`src/rtl/pipe_ctrl_pkg.sv`:
```
// Shared encodings and control-bundle types for the pipelined control unit.
// Opcode constants, select encodings and the per-stage bundles live here.
package pipe_ctrl_pkg;

    localparam logic [6:0] OP_R      = 7'b0110011;
    localparam logic [6:0] OP_I      = 7'b0010011;
    localparam logic [6:0] OP_LOAD   = 7'b0000011;
    localparam logic [6:0] OP_STORE  = 7'b0100011;
    localparam logic [6:0] OP_BRANCH = 7'b1100011;
    localparam logic [6:0] OP_JAL    = 7'b1101111;
    localparam logic [6:0] OP_JALR   = 7'b1100111;
    localparam logic [6:0] OP_LUI    = 7'b0110111;

    localparam logic [2:0] F3_BEQ = 3'b000;
    localparam logic [2:0] F3_BNE = 3'b001;
    localparam logic [2:0] F3_SR  = 3'b101;

    typedef enum logic [2:0] {
        IMM_I = 3'b000,
        IMM_S = 3'b001,
        IMM_B = 3'b010,
        IMM_J = 3'b011,
        IMM_U = 3'b100
    } imm_src_e;

    typedef enum logic [1:0] {
        RES_ALU = 2'b00,
        RES_MEM = 2'b01,
        RES_PC4 = 2'b10
    } result_src_e;

    typedef enum logic [3:0] {
        ALU_ADD  = 4'b0000,
        ALU_SUB  = 4'b0001,
        ALU_AND  = 4'b0010,
        ALU_OR   = 4'b0011,
        ALU_XOR  = 4'b0100,
        ALU_SLT  = 4'b0101,
        ALU_SLTU = 4'b0110,
        ALU_SLL  = 4'b0111,
        ALU_SRL  = 4'b1000,
        ALU_SRA  = 4'b1001
    } alu_ctrl_e;

    typedef enum logic [1:0] {
        FWD_RF  = 2'b00,
        FWD_WB  = 2'b01,
        FWD_MEM = 2'b10
    } fwd_sel_e;

    // Full bundle decoded in ID and held in ID/EX.
    typedef struct packed {
        logic        reg_write;
        result_src_e result_src;
        logic        mem_write;
        logic        jump;
        logic        branch;
        logic        jalr;
        logic        alu_src;
        alu_ctrl_e   alu_control;
        logic [2:0]  funct3;
    } ctrl_bundle_t;

    typedef struct packed {
        logic        reg_write;
        result_src_e result_src;
        logic        mem_write;
    } mem_bundle_t;

    typedef struct packed {
        logic        reg_write;
        result_src_e result_src;
    } wb_bundle_t;

    localparam int CTRL_W     = $bits(ctrl_bundle_t);
    localparam int MEM_CTRL_W = $bits(mem_bundle_t);
    localparam int WB_CTRL_W  = $bits(wb_bundle_t);

    // alt selects sub/sra; the caller decides when funct7[5] is meaningful.
    function automatic alu_ctrl_e alu_decode(input logic [2:0] funct3, input logic alt);
        alu_ctrl_e res;
        case (funct3)
            3'b000:  res = alt ? ALU_SUB : ALU_ADD;
            3'b001:  res = ALU_SLL;
            3'b010:  res = ALU_SLT;
            3'b011:  res = ALU_SLTU;
            3'b100:  res = ALU_XOR;
            3'b101:  res = alt ? ALU_SRA : ALU_SRL;
            3'b110:  res = ALU_OR;
            default: res = ALU_AND;
        endcase
        return res;
    endfunction

endpackage

```
`src/rtl/pipe_main_alu_decoder.sv`:
```
// Combinational ID-stage decode of opcode/funct fields into the control bundle.
// Unknown opcodes produce an all-zero bundle and raise illegal.
module pipe_main_alu_decoder
    import pipe_ctrl_pkg::*;
(
    input  logic [6:0]   op,
    input  logic [2:0]   funct3,
    input  logic [6:0]   funct7,
    output ctrl_bundle_t ctrl,
    output logic [2:0]   imm_src,
    output logic         illegal
);

    logic unused_funct7;
    assign unused_funct7 = ^{funct7[6], funct7[4:0]};

    always_comb begin
        ctrl        = '0;
        imm_src     = IMM_I;
        illegal     = 1'b0;
        ctrl.funct3 = funct3;
        case (op)
            OP_R: begin
                ctrl.reg_write   = 1'b1;
                ctrl.alu_control = alu_decode(funct3, funct7[5]);
            end
            OP_I: begin
                // Only srai uses funct7[5]; addi with that bit set is still add.
                ctrl.reg_write   = 1'b1;
                ctrl.alu_src     = 1'b1;
                ctrl.alu_control = alu_decode(funct3, funct7[5] && (funct3 == F3_SR));
            end
            OP_LOAD: begin
                ctrl.reg_write  = 1'b1;
                ctrl.alu_src    = 1'b1;
                ctrl.result_src = RES_MEM;
            end
            OP_STORE: begin
                ctrl.mem_write = 1'b1;
                ctrl.alu_src   = 1'b1;
                imm_src        = IMM_S;
            end
            OP_BRANCH: begin
                ctrl.branch      = 1'b1;
                ctrl.alu_control = ALU_SUB;
                imm_src          = IMM_B;
            end
            OP_JAL: begin
                ctrl.jump       = 1'b1;
                ctrl.reg_write  = 1'b1;
                ctrl.result_src = RES_PC4;
                imm_src         = IMM_J;
            end
            OP_JALR: begin
                ctrl.jump       = 1'b1;
                ctrl.jalr       = 1'b1;
                ctrl.reg_write  = 1'b1;
                ctrl.alu_src    = 1'b1;
                ctrl.result_src = RES_PC4;
            end
            OP_LUI: begin
                ctrl.reg_write = 1'b1;
                ctrl.alu_src   = 1'b1;
                imm_src        = IMM_U;
            end
            default: begin
                ctrl    = '0;
                illegal = 1'b1;
            end
        endcase
    end

endmodule

```
`src/rtl/pipe_control_unit.sv`:
```
// Five-stage control pipeline: ID decode, ID/EX, EX/MEM, MEM/WB control registers,
// load-use / RAW hazard detection, branch resolution and EX operand forwarding.
module pipe_control_unit
    import pipe_ctrl_pkg::*;
#(
    parameter int ALU_CTRL_W = 4,
    parameter int REG_ADDR_W = 5,
    parameter bit FORWARD_EN = 1'b1
) (
    input  logic                  clk,
    input  logic                  rst,
    input  logic [6:0]            op_d,
    input  logic [2:0]            funct3_d,
    input  logic [6:0]            funct7_d,
    input  logic [REG_ADDR_W-1:0] rs1_d,
    input  logic [REG_ADDR_W-1:0] rs2_d,
    input  logic [REG_ADDR_W-1:0] rd_d,
    input  logic                  zero_e,
    output logic [2:0]            imm_src_d,
    output logic                  illegal_d,
    output logic [ALU_CTRL_W-1:0] alu_control_e,
    output logic                  alu_src_e,
    output logic                  pc_src_e,
    output logic                  jalr_e,
    output logic [1:0]            forward_a_e,
    output logic [1:0]            forward_b_e,
    output logic                  mem_write_m,
    output logic                  reg_write_w,
    output logic [1:0]            result_src_w,
    output logic [REG_ADDR_W-1:0] rd_w,
    output logic                  stall_f,
    output logic                  stall_d,
    output logic                  flush_d
);

    ctrl_bundle_t dec_ctrl;
    logic         dec_illegal;

    pipe_main_alu_decoder u_decoder (
        .op      (op_d),
        .funct3  (funct3_d),
        .funct7  (funct7_d),
        .ctrl    (dec_ctrl),
        .imm_src (imm_src_d),
        .illegal (dec_illegal)
    );

    ctrl_bundle_t          ex_ctl_q, ex_ctl_d;
    mem_bundle_t           mem_ctl_q, mem_ctl_d;
    wb_bundle_t            wb_ctl_q, wb_ctl_d;
    logic [REG_ADDR_W-1:0] rs1_e_q, rs1_e_d, rs2_e_q, rs2_e_d, rd_e_q, rd_e_d;
    logic [REG_ADDR_W-1:0] rd_m_q, rd_m_d, rd_w_q, rd_w_d;

    logic       branch_taken, lw_stall, raw_stall, stall, bubble_ex;
    logic [1:0] fwd_a, fwd_b;

    always_comb begin
        branch_taken = 1'b0;
        case (ex_ctl_q.funct3)
            F3_BEQ:  branch_taken = zero_e;
            F3_BNE:  branch_taken = ~zero_e;
            default: branch_taken = 1'b0;
        endcase
        pc_src_e = ex_ctl_q.jump | (ex_ctl_q.branch & branch_taken);
    end

    assign lw_stall = (ex_ctl_q.result_src == RES_MEM) && (rd_e_q != '0)
                      && ((rd_e_q == rs1_d) || (rd_e_q == rs2_d));

    if (FORWARD_EN) begin : g_fwd
        assign raw_stall = 1'b0;

        // MEM result is younger than WB, so it takes priority.
        always_comb begin
            fwd_a = FWD_RF;
            fwd_b = FWD_RF;
            if (mem_ctl_q.reg_write && (rd_m_q != '0) && (rd_m_q == rs1_e_q))
                fwd_a = FWD_MEM;
            else if (wb_ctl_q.reg_write && (rd_w_q != '0) && (rd_w_q == rs1_e_q))
                fwd_a = FWD_WB;
            if (mem_ctl_q.reg_write && (rd_m_q != '0) && (rd_m_q == rs2_e_q))
                fwd_b = FWD_MEM;
            else if (wb_ctl_q.reg_write && (rd_w_q != '0) && (rd_w_q == rs2_e_q))
                fwd_b = FWD_WB;
        end
    end else begin : g_nofwd
        logic hit_e, hit_m, hit_w;
        assign hit_e = ex_ctl_q.reg_write && (rd_e_q != '0) && ((rd_e_q == rs1_d) || (rd_e_q == rs2_d));
        assign hit_m = mem_ctl_q.reg_write && (rd_m_q != '0) && ((rd_m_q == rs1_d) || (rd_m_q == rs2_d));
        assign hit_w = wb_ctl_q.reg_write && (rd_w_q != '0) && ((rd_w_q == rs1_d) || (rd_w_q == rs2_d));
        assign raw_stall = hit_e | hit_m | hit_w;
        assign fwd_a     = FWD_RF;
        assign fwd_b     = FWD_RF;
    end

    assign stall     = lw_stall | raw_stall;
    assign bubble_ex = stall | pc_src_e | dec_illegal;

    always_comb begin
        if (bubble_ex) begin
            ex_ctl_d = '0;
            rs1_e_d  = '0;
            rs2_e_d  = '0;
            rd_e_d   = '0;
        end else begin
            ex_ctl_d = dec_ctrl;
            rs1_e_d  = rs1_d;
            rs2_e_d  = rs2_d;
            rd_e_d   = rd_d;
        end
        mem_ctl_d.reg_write  = ex_ctl_q.reg_write;
        mem_ctl_d.result_src = ex_ctl_q.result_src;
        mem_ctl_d.mem_write  = ex_ctl_q.mem_write;
        rd_m_d               = rd_e_q;
        wb_ctl_d.reg_write   = mem_ctl_q.reg_write;
        wb_ctl_d.result_src  = mem_ctl_q.result_src;
        rd_w_d               = rd_m_q;
    end

    always_ff @(posedge clk or posedge rst) begin
        if (rst) begin
            ex_ctl_q  <= '0;
            rs1_e_q   <= '0;
            rs2_e_q   <= '0;
            rd_e_q    <= '0;
            mem_ctl_q <= '0;
            rd_m_q    <= '0;
            wb_ctl_q  <= '0;
            rd_w_q    <= '0;
        end else begin
            ex_ctl_q  <= ex_ctl_d;
            rs1_e_q   <= rs1_e_d;
            rs2_e_q   <= rs2_e_d;
            rd_e_q    <= rd_e_d;
            mem_ctl_q <= mem_ctl_d;
            rd_m_q    <= rd_m_d;
            wb_ctl_q  <= wb_ctl_d;
            rd_w_q    <= rd_w_d;
        end
    end

    assign illegal_d     = dec_illegal;
    assign alu_control_e = ALU_CTRL_W'(ex_ctl_q.alu_control);
    assign alu_src_e     = ex_ctl_q.alu_src;
    assign jalr_e        = ex_ctl_q.jalr;
    assign forward_a_e   = fwd_a;
    assign forward_b_e   = fwd_b;
    assign mem_write_m   = mem_ctl_q.mem_write;
    assign reg_write_w   = wb_ctl_q.reg_write;
    assign result_src_w  = wb_ctl_q.result_src;
    assign rd_w          = rd_w_q;
    assign stall_f       = stall;
    assign stall_d       = stall;
    assign flush_d       = pc_src_e;

endmodule

```
`config.mk`:
```
export PLATFORM = sky130hd
export DESIGN_NAME = pipe_control_unit
export DESIGN_NICKNAME = d
export VERILOG_FILES = /design/src/rtl/pipe_ctrl_pkg.sv /design/src/rtl/pipe_main_alu_decoder.sv /design/src/rtl/pipe_control_unit.sv
export SDC_FILE = /design/constraint.sdc
export NUM_CORES = 1
export LEC_CHECK = 0
export BUFFER_PORTS_ARGS = -buffer_cell sky130_fd_sc_hd__buf_2
export CAP_MARGIN = 40
export CORE_MARGIN = 2
export CORE_UTILIZATION = 30
export DETAILED_ROUTE_END_ITERATION = 8
export PLACE_DENSITY = 0.55
export SLEW_MARGIN = 0
export SYNTH_ARGS = -nofsm -noshare
export SYNTH_HDL_FRONTEND = slang
export SYNTH_HIERARCHICAL = 1
export SYNTH_SLANG_ARGS = --single-unit
```
`constraint.sdc`:
```
create_clock -name clk -period 1.8 [get_ports clk]
set_input_delay 0.27 -clock clk [delete_from_list [all_inputs] [get_ports clk]]
set_output_delay 0.27 -clock clk [all_outputs]
set_load 0.005 [all_outputs]
```
### Yosys cells after proc, flatten, opt, wreduce, memory -nomap -nowiden

Index checks and enable logic that the tools add are counted.

* bitwise operators: 5
* reductions and logical operators: 19
* eq/ne operators: 22
* mux-type cells: 26

Operators with widths (count)
* one-hot mux 4 bit (7 select lines): 2
* == test 5 bit: 6
* == test 7 x 6 -> 1 bit, second input constant: 3
* == test 7 bit, second input constant: 3
* 2-to-1 mux 15 bit: 1
* 2-to-1 mux 5 bit: 3
* nonzero test 5 bit: 3
* 2-to-1 mux 1 bit: 13
* one-hot mux 3 bit (4 select lines): 1
* one-hot mux 4 bit (3 select lines): 1
* == test 3 bit, second input constant: 3
* logical AND 1 bit: 9
* OR reduction 8 bit: 1
* == test 7 x 2 -> 1 bit, second input constant: 1
* == test 7 x 5 -> 1 bit, second input constant: 1
* == test 3 x 1 -> 1 bit, second input constant: 2
* == test 3 x 2 -> 1 bit, second input constant: 2
* zero test 3 bit: 2
* OR reduction 6 bit: 1
* OR reduction 5 bit: 1
* 2-to-1 mux 2 bit: 2
* one-hot mux 2 bit (2 select lines): 1
* 2-to-1 mux 3 bit: 1
* OR 1 bit: 3
* other kinds (6): 6

* input bits: 35
* word-level logic and storage cells: 91
* output and inout port bits: 27
* flip-flop bits (word level): 47

### Depth between registers and ports, before layout

Gate-level depths: netlist of run 1.

* depth after elaboration: 7
* depth in mapped cells: 8
* gate-level depth less buffers: 6

### Modules after synthesis

Netlist of run 1, hierarchy kept.

By module, submodules not included
* pipe_control_unit: times used 1, cells an instance 181, area an instance 2098.3 µm², sequential area each 1176.1 µm²
* pipe_main_alu_decoder: times used 1, cells an instance 57, area an instance 349.1 µm², sequential area each 0.0 µm²

### Worst setup path before layout of run 1

OpenSTA, ideal clock, no wires.

* kind: flip-flop to output port
* start: register rd_m_q[1]
* end: output forward_a_e[0]
* arrival: 1.439 ns
* slack: 0.091 ns
* buffers on the path: 0
* stages on the path, launching flop included: 5
* required time: 1.530 ns
* cells stage by stage: dfrtp_1 -> or4_1 -> o21ai_2 -> nor4_1 -> nor4_2

* longest elaborated chain between the ends: 4
* elaborated cells on any way between the ends: 5
* those cells by class: eq/ne (1); mux (1); reduce/logical (3)

RTL lines
* start: declaration: RTL line pipe_control_unit.sv:52 `logic [REG_ADDR_W-1:0] rd_m_q, rd_m_d, rd_w_q, rd_w_d;`
* start signal: assignment: RTL line pipe_control_unit.sv:136 `rd_m_q <= rd_m_d;`
* nonzero test 5 bit: RTL line pipe_control_unit.sv:77 `if (mem_ctl_q.reg_write && (rd_m_q != '0) && (rd_m_q == rs1_e_q))`
* logical AND 1 bit: RTL line pipe_control_unit.sv:77
* logical AND 1 bit *: RTL line pipe_control_unit.sv:77
* 2-to-1 mux 2 bit *: RTL line pipe_control_unit.sv:77
* end: declaration: RTL line pipe_control_unit.sv:25 `output logic [1:0] forward_a_e,`

Every way passes the cells marked *; elsewhere a longest branch is shown, timed or not.

### Worst setup path in the final report of run 1

* start: register rd_m_q[1]
* end: output forward_b_e[0]

* longest elaborated chain between the ends: 4
* elaborated cells on any way between the ends: 5
* those cells by class: eq/ne (1); mux (1); reduce/logical (3)

RTL lines
* nonzero test 5 bit: RTL line pipe_control_unit.sv:81 `if (mem_ctl_q.reg_write && (rd_m_q != '0) && (rd_m_q == rs2_e_q))`
* logical AND 1 bit: RTL line pipe_control_unit.sv:81
* logical AND 1 bit *: RTL line pipe_control_unit.sv:81
* 2-to-1 mux 2 bit *: RTL line pipe_control_unit.sv:81
* end: declaration: RTL line pipe_control_unit.sv:26 `output logic [1:0] forward_b_e,`

Marks and branches as above.

==> results of run 1 <==
[stage by stage]
stage | utilization (%) | TNS, ps | std cells
CTS | 38.8 | -1610 | 403
finish | 39.7 | -1410 | 408
global route | 39.7 | -1960 | 408
global placement | 37.3 | -19.7 | 395
detailed placement | 37.3 | -32.0 | 395
floorplan | - | 0 | 238
[where the power goes]
part	internal (W)	switching, W	leakage [nW]
logic	0.000110	0.000127	0.840
registers	0.00107	0.0000113	0.654
clock network	0.000418	0.000355	0.0548
total	0.00159	0.000493	1.55
[worst max-delay path: stages, from the launching register on]
cell and delay (ps):
dfrtp_1 390, or4_4 550, o21ai_4 190, nor4_2 80, nor4_2 250, buf_2 140
[layer usage]
| layer | global-route usage [%] | vias to the layer above |
|---|---|---|
| li1 | - | 960 |
| met1 | 16.6 | 908 |
| met2 | 21.5 | 38 |
| met3 | 2.49 | 5 |
| met4 | 3.99 | 0 |
| met5 | 0 | - |
[flip-flops by register name (all words and copies together) (netlist names)]
| signal | cells |
|---|---|
| result_src_w | 2 |
| ex_ctl_q | 9 |
| jalr_e | 1 |
| mem_ctl_q | 3 |
| rs1_e_q | 5 |
| rs2_e_q | 5 |
| rd_m_q | 5 |
| alu_src_e | 1 |
| reg_write_w | 1 |
| rd_w | 5 |
| alu_control_e | 4 |
| rd_e_q | 5 |
| mem_write_m | 1 |
[final cells by class]
cell class                 instances  area (um^2)  share of cell area (%)
clock buffer                       5         68.8                    2.22
clock inverter                     3         46.3                    1.49
inverter                           2         7.51                   0.242
multi-input combinational        167         1190                    38.2
sequential                        47         1180                    37.9
tap                              102          128                    4.11
timing repair buffer              82          490                    15.8
[layout by cell type, fill, tap and decap left out, types with 2 or more instances in the layout]
cell type,count
nand3b_1,31
a21oi_1,31
or4_4,5
nor3b_2,2
clkbuf_8,5
or4_1,2
xnor2_1,17
nor4_2,4
nor4_1,2
nand3_1,7
nor2b_1,2
dfrtp_1,47
nand2_1,9
nor3_1,5
xor2_1,16
nor3b_1,3
nor2_1,10
buf_2,55
o21a_1,2
buf_4,26
[kinds of logic after synthesis]
logic type / synth area share, %
xor gates and xnor gates: 11.8
and+or+nand+nor: 24.4
buffers and inverters: 5.67
AOI/OAI and AO/OA: 9.66
muxes: 0.409
DFF: 48.1
[worst max path at each step]
stage,slack (ps),start,end,cells past startpoint
after detailed placement,-20,rd_m_q[1],forward_a_e[0],5
after floorplan,90,rd_m_q[1],forward_a_e[0],4
after CTS,-360,rd_m_q[1],forward_a_e[0],5
after global routing,-460,rd_m_q[1],forward_b_e[0],5
final,-360,rd_m_q[1],forward_b_e[0],5
after global placement,-20,rd_m_q[1],forward_a_e[0],5
[repair_timing]
item                                    4_1_cts  5_1_grt
endpoints found under the setup margin        6        7
endpoints found under the hold margin         0        0
pin swaps                                     0        4
buffers inserted                              0        5
gates resized for setup                       1        8
==> results.json, run 1 <==
{
  "status": "finished with violations",
  "violations": "setup timing",
  "drt_pass1_iterations": 5,
  "syn_nets": 273,
  "fin_area_um2": 3100,
  "drt_first_iter_violations": 68,
  "htreeDepth": 2,
  "maxCapViolations": 0,
  "endpoint_kind": "output pin",
  "crit_type": "flop to output pin",
  "ys_types": 39,
  "finalWirelength_um": 5440,
  "placed_cell_area_um2": 2910,
  "syn_avg_cell_area_um2": 10.3,
  "areaGrowthSynthToFinish_pct": 26.8,
  "gp_congestion": 0.873,
  "drive_gt1_share_pct": 36.9,
  "max_slew_margin_pct": 62.3,
  "dr_wl_met3_um": 170,
  "syn_inst": 238,
  "drc": 0,
  "cp.arrival_ps": 1890,
  "cts-root-buf": "clkbuf_8",
  "max_clock_freq_ghz": 0.463,
  "yosys_warnings": 6,
  "finalCritPeriodShare_pct": 120,
  "r2r-end": "rs2_e_q[1]",
  "pwr_density_cell_nw_per_um2": 673,
  "grt_pass1_vias": 1835,
  "dieHeight_um": 94.3,
  "reg2reg_setup_slack_ps": 180,
  "dr_wl_met2_um": 2700,
  "core_area_um2": 7810,
  "syn_area_um2": 2450,
  "r2r-start": "rd_e_q[1]",
  "peakVddDrop_mv": 0.270,
  "cts_tree": "built",
  "die_w_um": 94.3,
  "worstMarginPinSlew_ps": 564,
  "dieArea_um2": 8900,
  "antenna-diode-count": 0,
  "viasPerCell": 4.68,
  "clk_path_buf_depth": 2,
  "grt_use_total_pct": 12.8,
  "vias": 1911,
  "clk_latency_ps": 300,
  "critPathLaunchType": "flop",
  "rr_worst_depth": 5,
  "rows": 32,
  "synth.largest_area_cell": "dfrtp_1",
  "cts_buffers": 5,
  "path_clk_slew_ps": 90,
  "highest_layer": "met4",
  "grt_max_degree": 32,
  "min_path_type": "input port to async pin",
  "slew_violations": 0,
  "ys_seq_area_share_pct": 48.1,
  "layout_setup_ws_ps": -359,
  "grt_antenna_before_repair": 0,
  "setup_viol": 6,
  "drtAntennaViolNets": 0,
  "rsz0062_at_grt": "true",
  "wl_met1_um": 2500,
  "crit_fanout": 2,
  "synth_common_cells": "47 x dfrtp_1, 31 x a21oi_1, 31 x nand3b_1, 17 x xnor2_1, 16 x xor2_1",
  "fin_nets": 340,
  "synth-edff-count": 0,
  "hold_viol_final": 0,
  "yosysMostFrequentCell": "dfrtp_1",
  "clock-skew-final_ps": 10.8,
  "nFillCells": 811,
  "required_ps": 1530,
  "holdWs_ps": 18.3,
  "yosys-top-cells-area": "dfrtp_1 48%, nand3b_1 9.5%, a21oi_1 6.3%",
  "total_leakage_power_nw": 1.55,
  "grt_pass1_wl_um": 8800,
  "ios": 62,
  "routedWlPerCell_um": 13.3,
  "place_ws_ps": -16.9,
  "post_cts_hold_buffer_count": 0,
  "synth_top_area_share_pct": 48.1,
  "clock-sinks": 47,
  "fin_crit_ps": 2160,
  "dpl.hpwl_um": 4110,
  "grt-ovfl-total": 0,
  "port-buffer-count": 55,
  "synth_seq_cells": 47,
  "ys.flop_type": "dfrtp_1",
  "start_util_pct": 31.3,
  "power_w": 0.00209,
  "async_reset_ff_share_pct": 100
}
No activity file was read; power rests on OpenSTA's default activity.
==> inputs of run 2 (changes only) <==
Settings changed: CORE_UTILIZATION 30 to 31, PLACE_DENSITY 0.55 to 0.61.
==> run 2 against run 1 <==
Compared with the run above: clock power down 2.6%; worst setup slack better by 63 ps; hold slack better by 3.7 ps; critical endpoint is now forward_a_e[0]; flip-flop and latch count unchanged; total power down 0.61%; clock-buffer cell count unchanged; die area down 3.1%; cell count down 0.25%; cell area up 3.1%; largest power group unchanged; non-clock buffer count down 1; the run still ends with setup timing left; critical path depth down 1.
==> results.json, run 2 (same netlist as run 1, synthesis figures left out) <==
{
  "post_cts_hold_buffer_count": 0,
  "total_leakage_power_nw": 1.56,
  "clk_path_buf_depth": 2,
  "drt_first_iter_violations": 66,
  "die_w_um": 92.9,
  "ios": 62,
  "endpoint_kind": "output pin",
  "rsz0062_at_grt": "true",
  "crit_fanout": 4,
  "dieHeight_um": 92.9,
  "rows": 32,
  "final_util_pct": 41.6,
  "viasPerCell": 4.64,
  "drt_pass1_iterations": 4,
  "status": "finished with violations",
  "maxCapViolations": 0,
  "seqCellArea_um2": 1180,
  "cp.arrival_ps": 1830,
  "drc": 0,
  "port-buffer-count": 55,
  "layout_setup_ws_ps": -296,
  "clock-sinks": 47,
  "core_area_um2": 7690,
  "htreeDepth": 2,
  "layout_commonest_cell": "buf_2",
  "stdcell_count": 407,
  "peakVddDrop_mv": 0.297,
  "cts-root-buf": "clkbuf_8",
  "finalWirelength_um": 5440,
  "rr_worst_depth": 5,
  "grt_pass1_vias": 1852,
  "nFillCells": 782,
  "antenna-diode-count": 0,
  "clk_latency_ps": 290,
  "tns_ps": -1090,
  "grt_max_degree": 32,
  "pwr_density_cell_nw_per_um2": 649,
  "dpl.hpwl_um": 4030,
  "crit_type": "flop to output pin",
  "dp.cells": 394,
  "worstMarginPinSlew_ps": 550,
  "drive_gt1_share_pct": 41.3,
  "slew_violations": 0,
  "critPathLaunchType": "flop",
  "fin_crit_ps": 2100,
  "path_clk_slew_ps": 80,
  "finalCritPeriodShare_pct": 116,
  "gp_congestion": 0.814,
  "vias": 1888,
  "required_ps": 1530,
  "setup_viol": 6,
  "reg2reg_setup_slack_ps": 180,
  "min_path_type": "input port to async pin",
  "multi_input_area_um2": 1280,
  "largest_reg_flops": 9,
  "final_cell_mix": "53 x buf_2, 47 x dfrtp_1, 31 x nand3b_1",
  "dieArea_um2": 8620,
  "r2r-start": "rd_e_q[3]",
  "regMostFlops": "ex_ctl_q",
  "max_slew_margin_pct": 63.3,
  "grt_use_total_pct": 12.7,
  "cts_tree": "built",
  "cts_buffers": 5,
  "holdWs_ps": 22.0,
  "place_ws_ps": -37.1,
  "violations": "setup timing",
  "grt-ovfl-total": 0,
  "max_clock_freq_ghz": 0.477,
  "grt_antenna_before_repair": 0,
  "fin_nets": 339,
  "start_util_pct": 31.8,
  "clock-skew-final_ps": 6.62,
  "areaGrowthSynthToFinish_pct": 30.7,
  "routedWlPerCell_um": 13.4,
  "hold_viol_final": 0,
  "r2r-end": "rs1_e_q[1]",
  "drtAntennaViolNets": 0,
  "grt_pass1_wl_um": 8780
}
## run 2: layout make-up
cell class	instances	share of cell area, %
multi-input combinational	167	40.0
tap	102	3.99
timing repair buffer	81	15.5
sequential	47	36.8
inverter	2	0.235
clock inverter	3	1.37
clock buffer	5	2.15
## run 2: worst max-delay path, cell delays in order, from the launching register on
cell,delay [ps]
dfrtp_1,430
xor2_1,160
or4_4,530
nor4_4,270
buf_2,150
## run 2: per-stage QoR
| step | area (um^2) | total power, W |
|---|---|---|
| final | 3200 | 0.00208 |
| after global routing | 3200 | 0.00217 |
| after CTS | 3090 | 0.00209 |
| after detailed placement | 2900 | 0.00132 |
| after global placement | 2900 | 0.00132 |
| after floorplan | 2450 | 0.00123 |
## run 2: power by group
| group | internal, W | switching, W |
|---|---|---|
| Sequential | 0.00107 | 0.0000107 |
| Combinational | 0.000112 | 0.000133 |
| Clock | 0.000413 | 0.000340 |
## run 2: layer usage
layer  GRT usage (%)  wire, um  up-vias
met5               0         0        -
met4            3.31        47        0
met3            2.36       218        5
met2            22.3      2860       47
met1            16.1      2310      884
li1                -         -      952
## run 2: how the worst max path moves through the flow
stage,from,end,depth (start not counted)
after floorplan,rd_m_q[1],forward_a_e[0],4
after global placement,rd_m_q[1],forward_b_e[0],5
after detailed placement,rd_m_q[1],forward_a_e[0],5
after CTS,rd_m_q[1],forward_a_e[0],5
after global routing,rd_w[4],forward_a_e[0],4
final,rd_w[4],forward_a_e[0],4
## run 2: timing repair
action	4_1_cts	5_1_grt
hold endpoints to repair	0	0
gates resized for setup	10	18
endpoints found under the setup margin	6	21
setup buffers	3	4
pin swaps	4	19
gates cloned	0	0
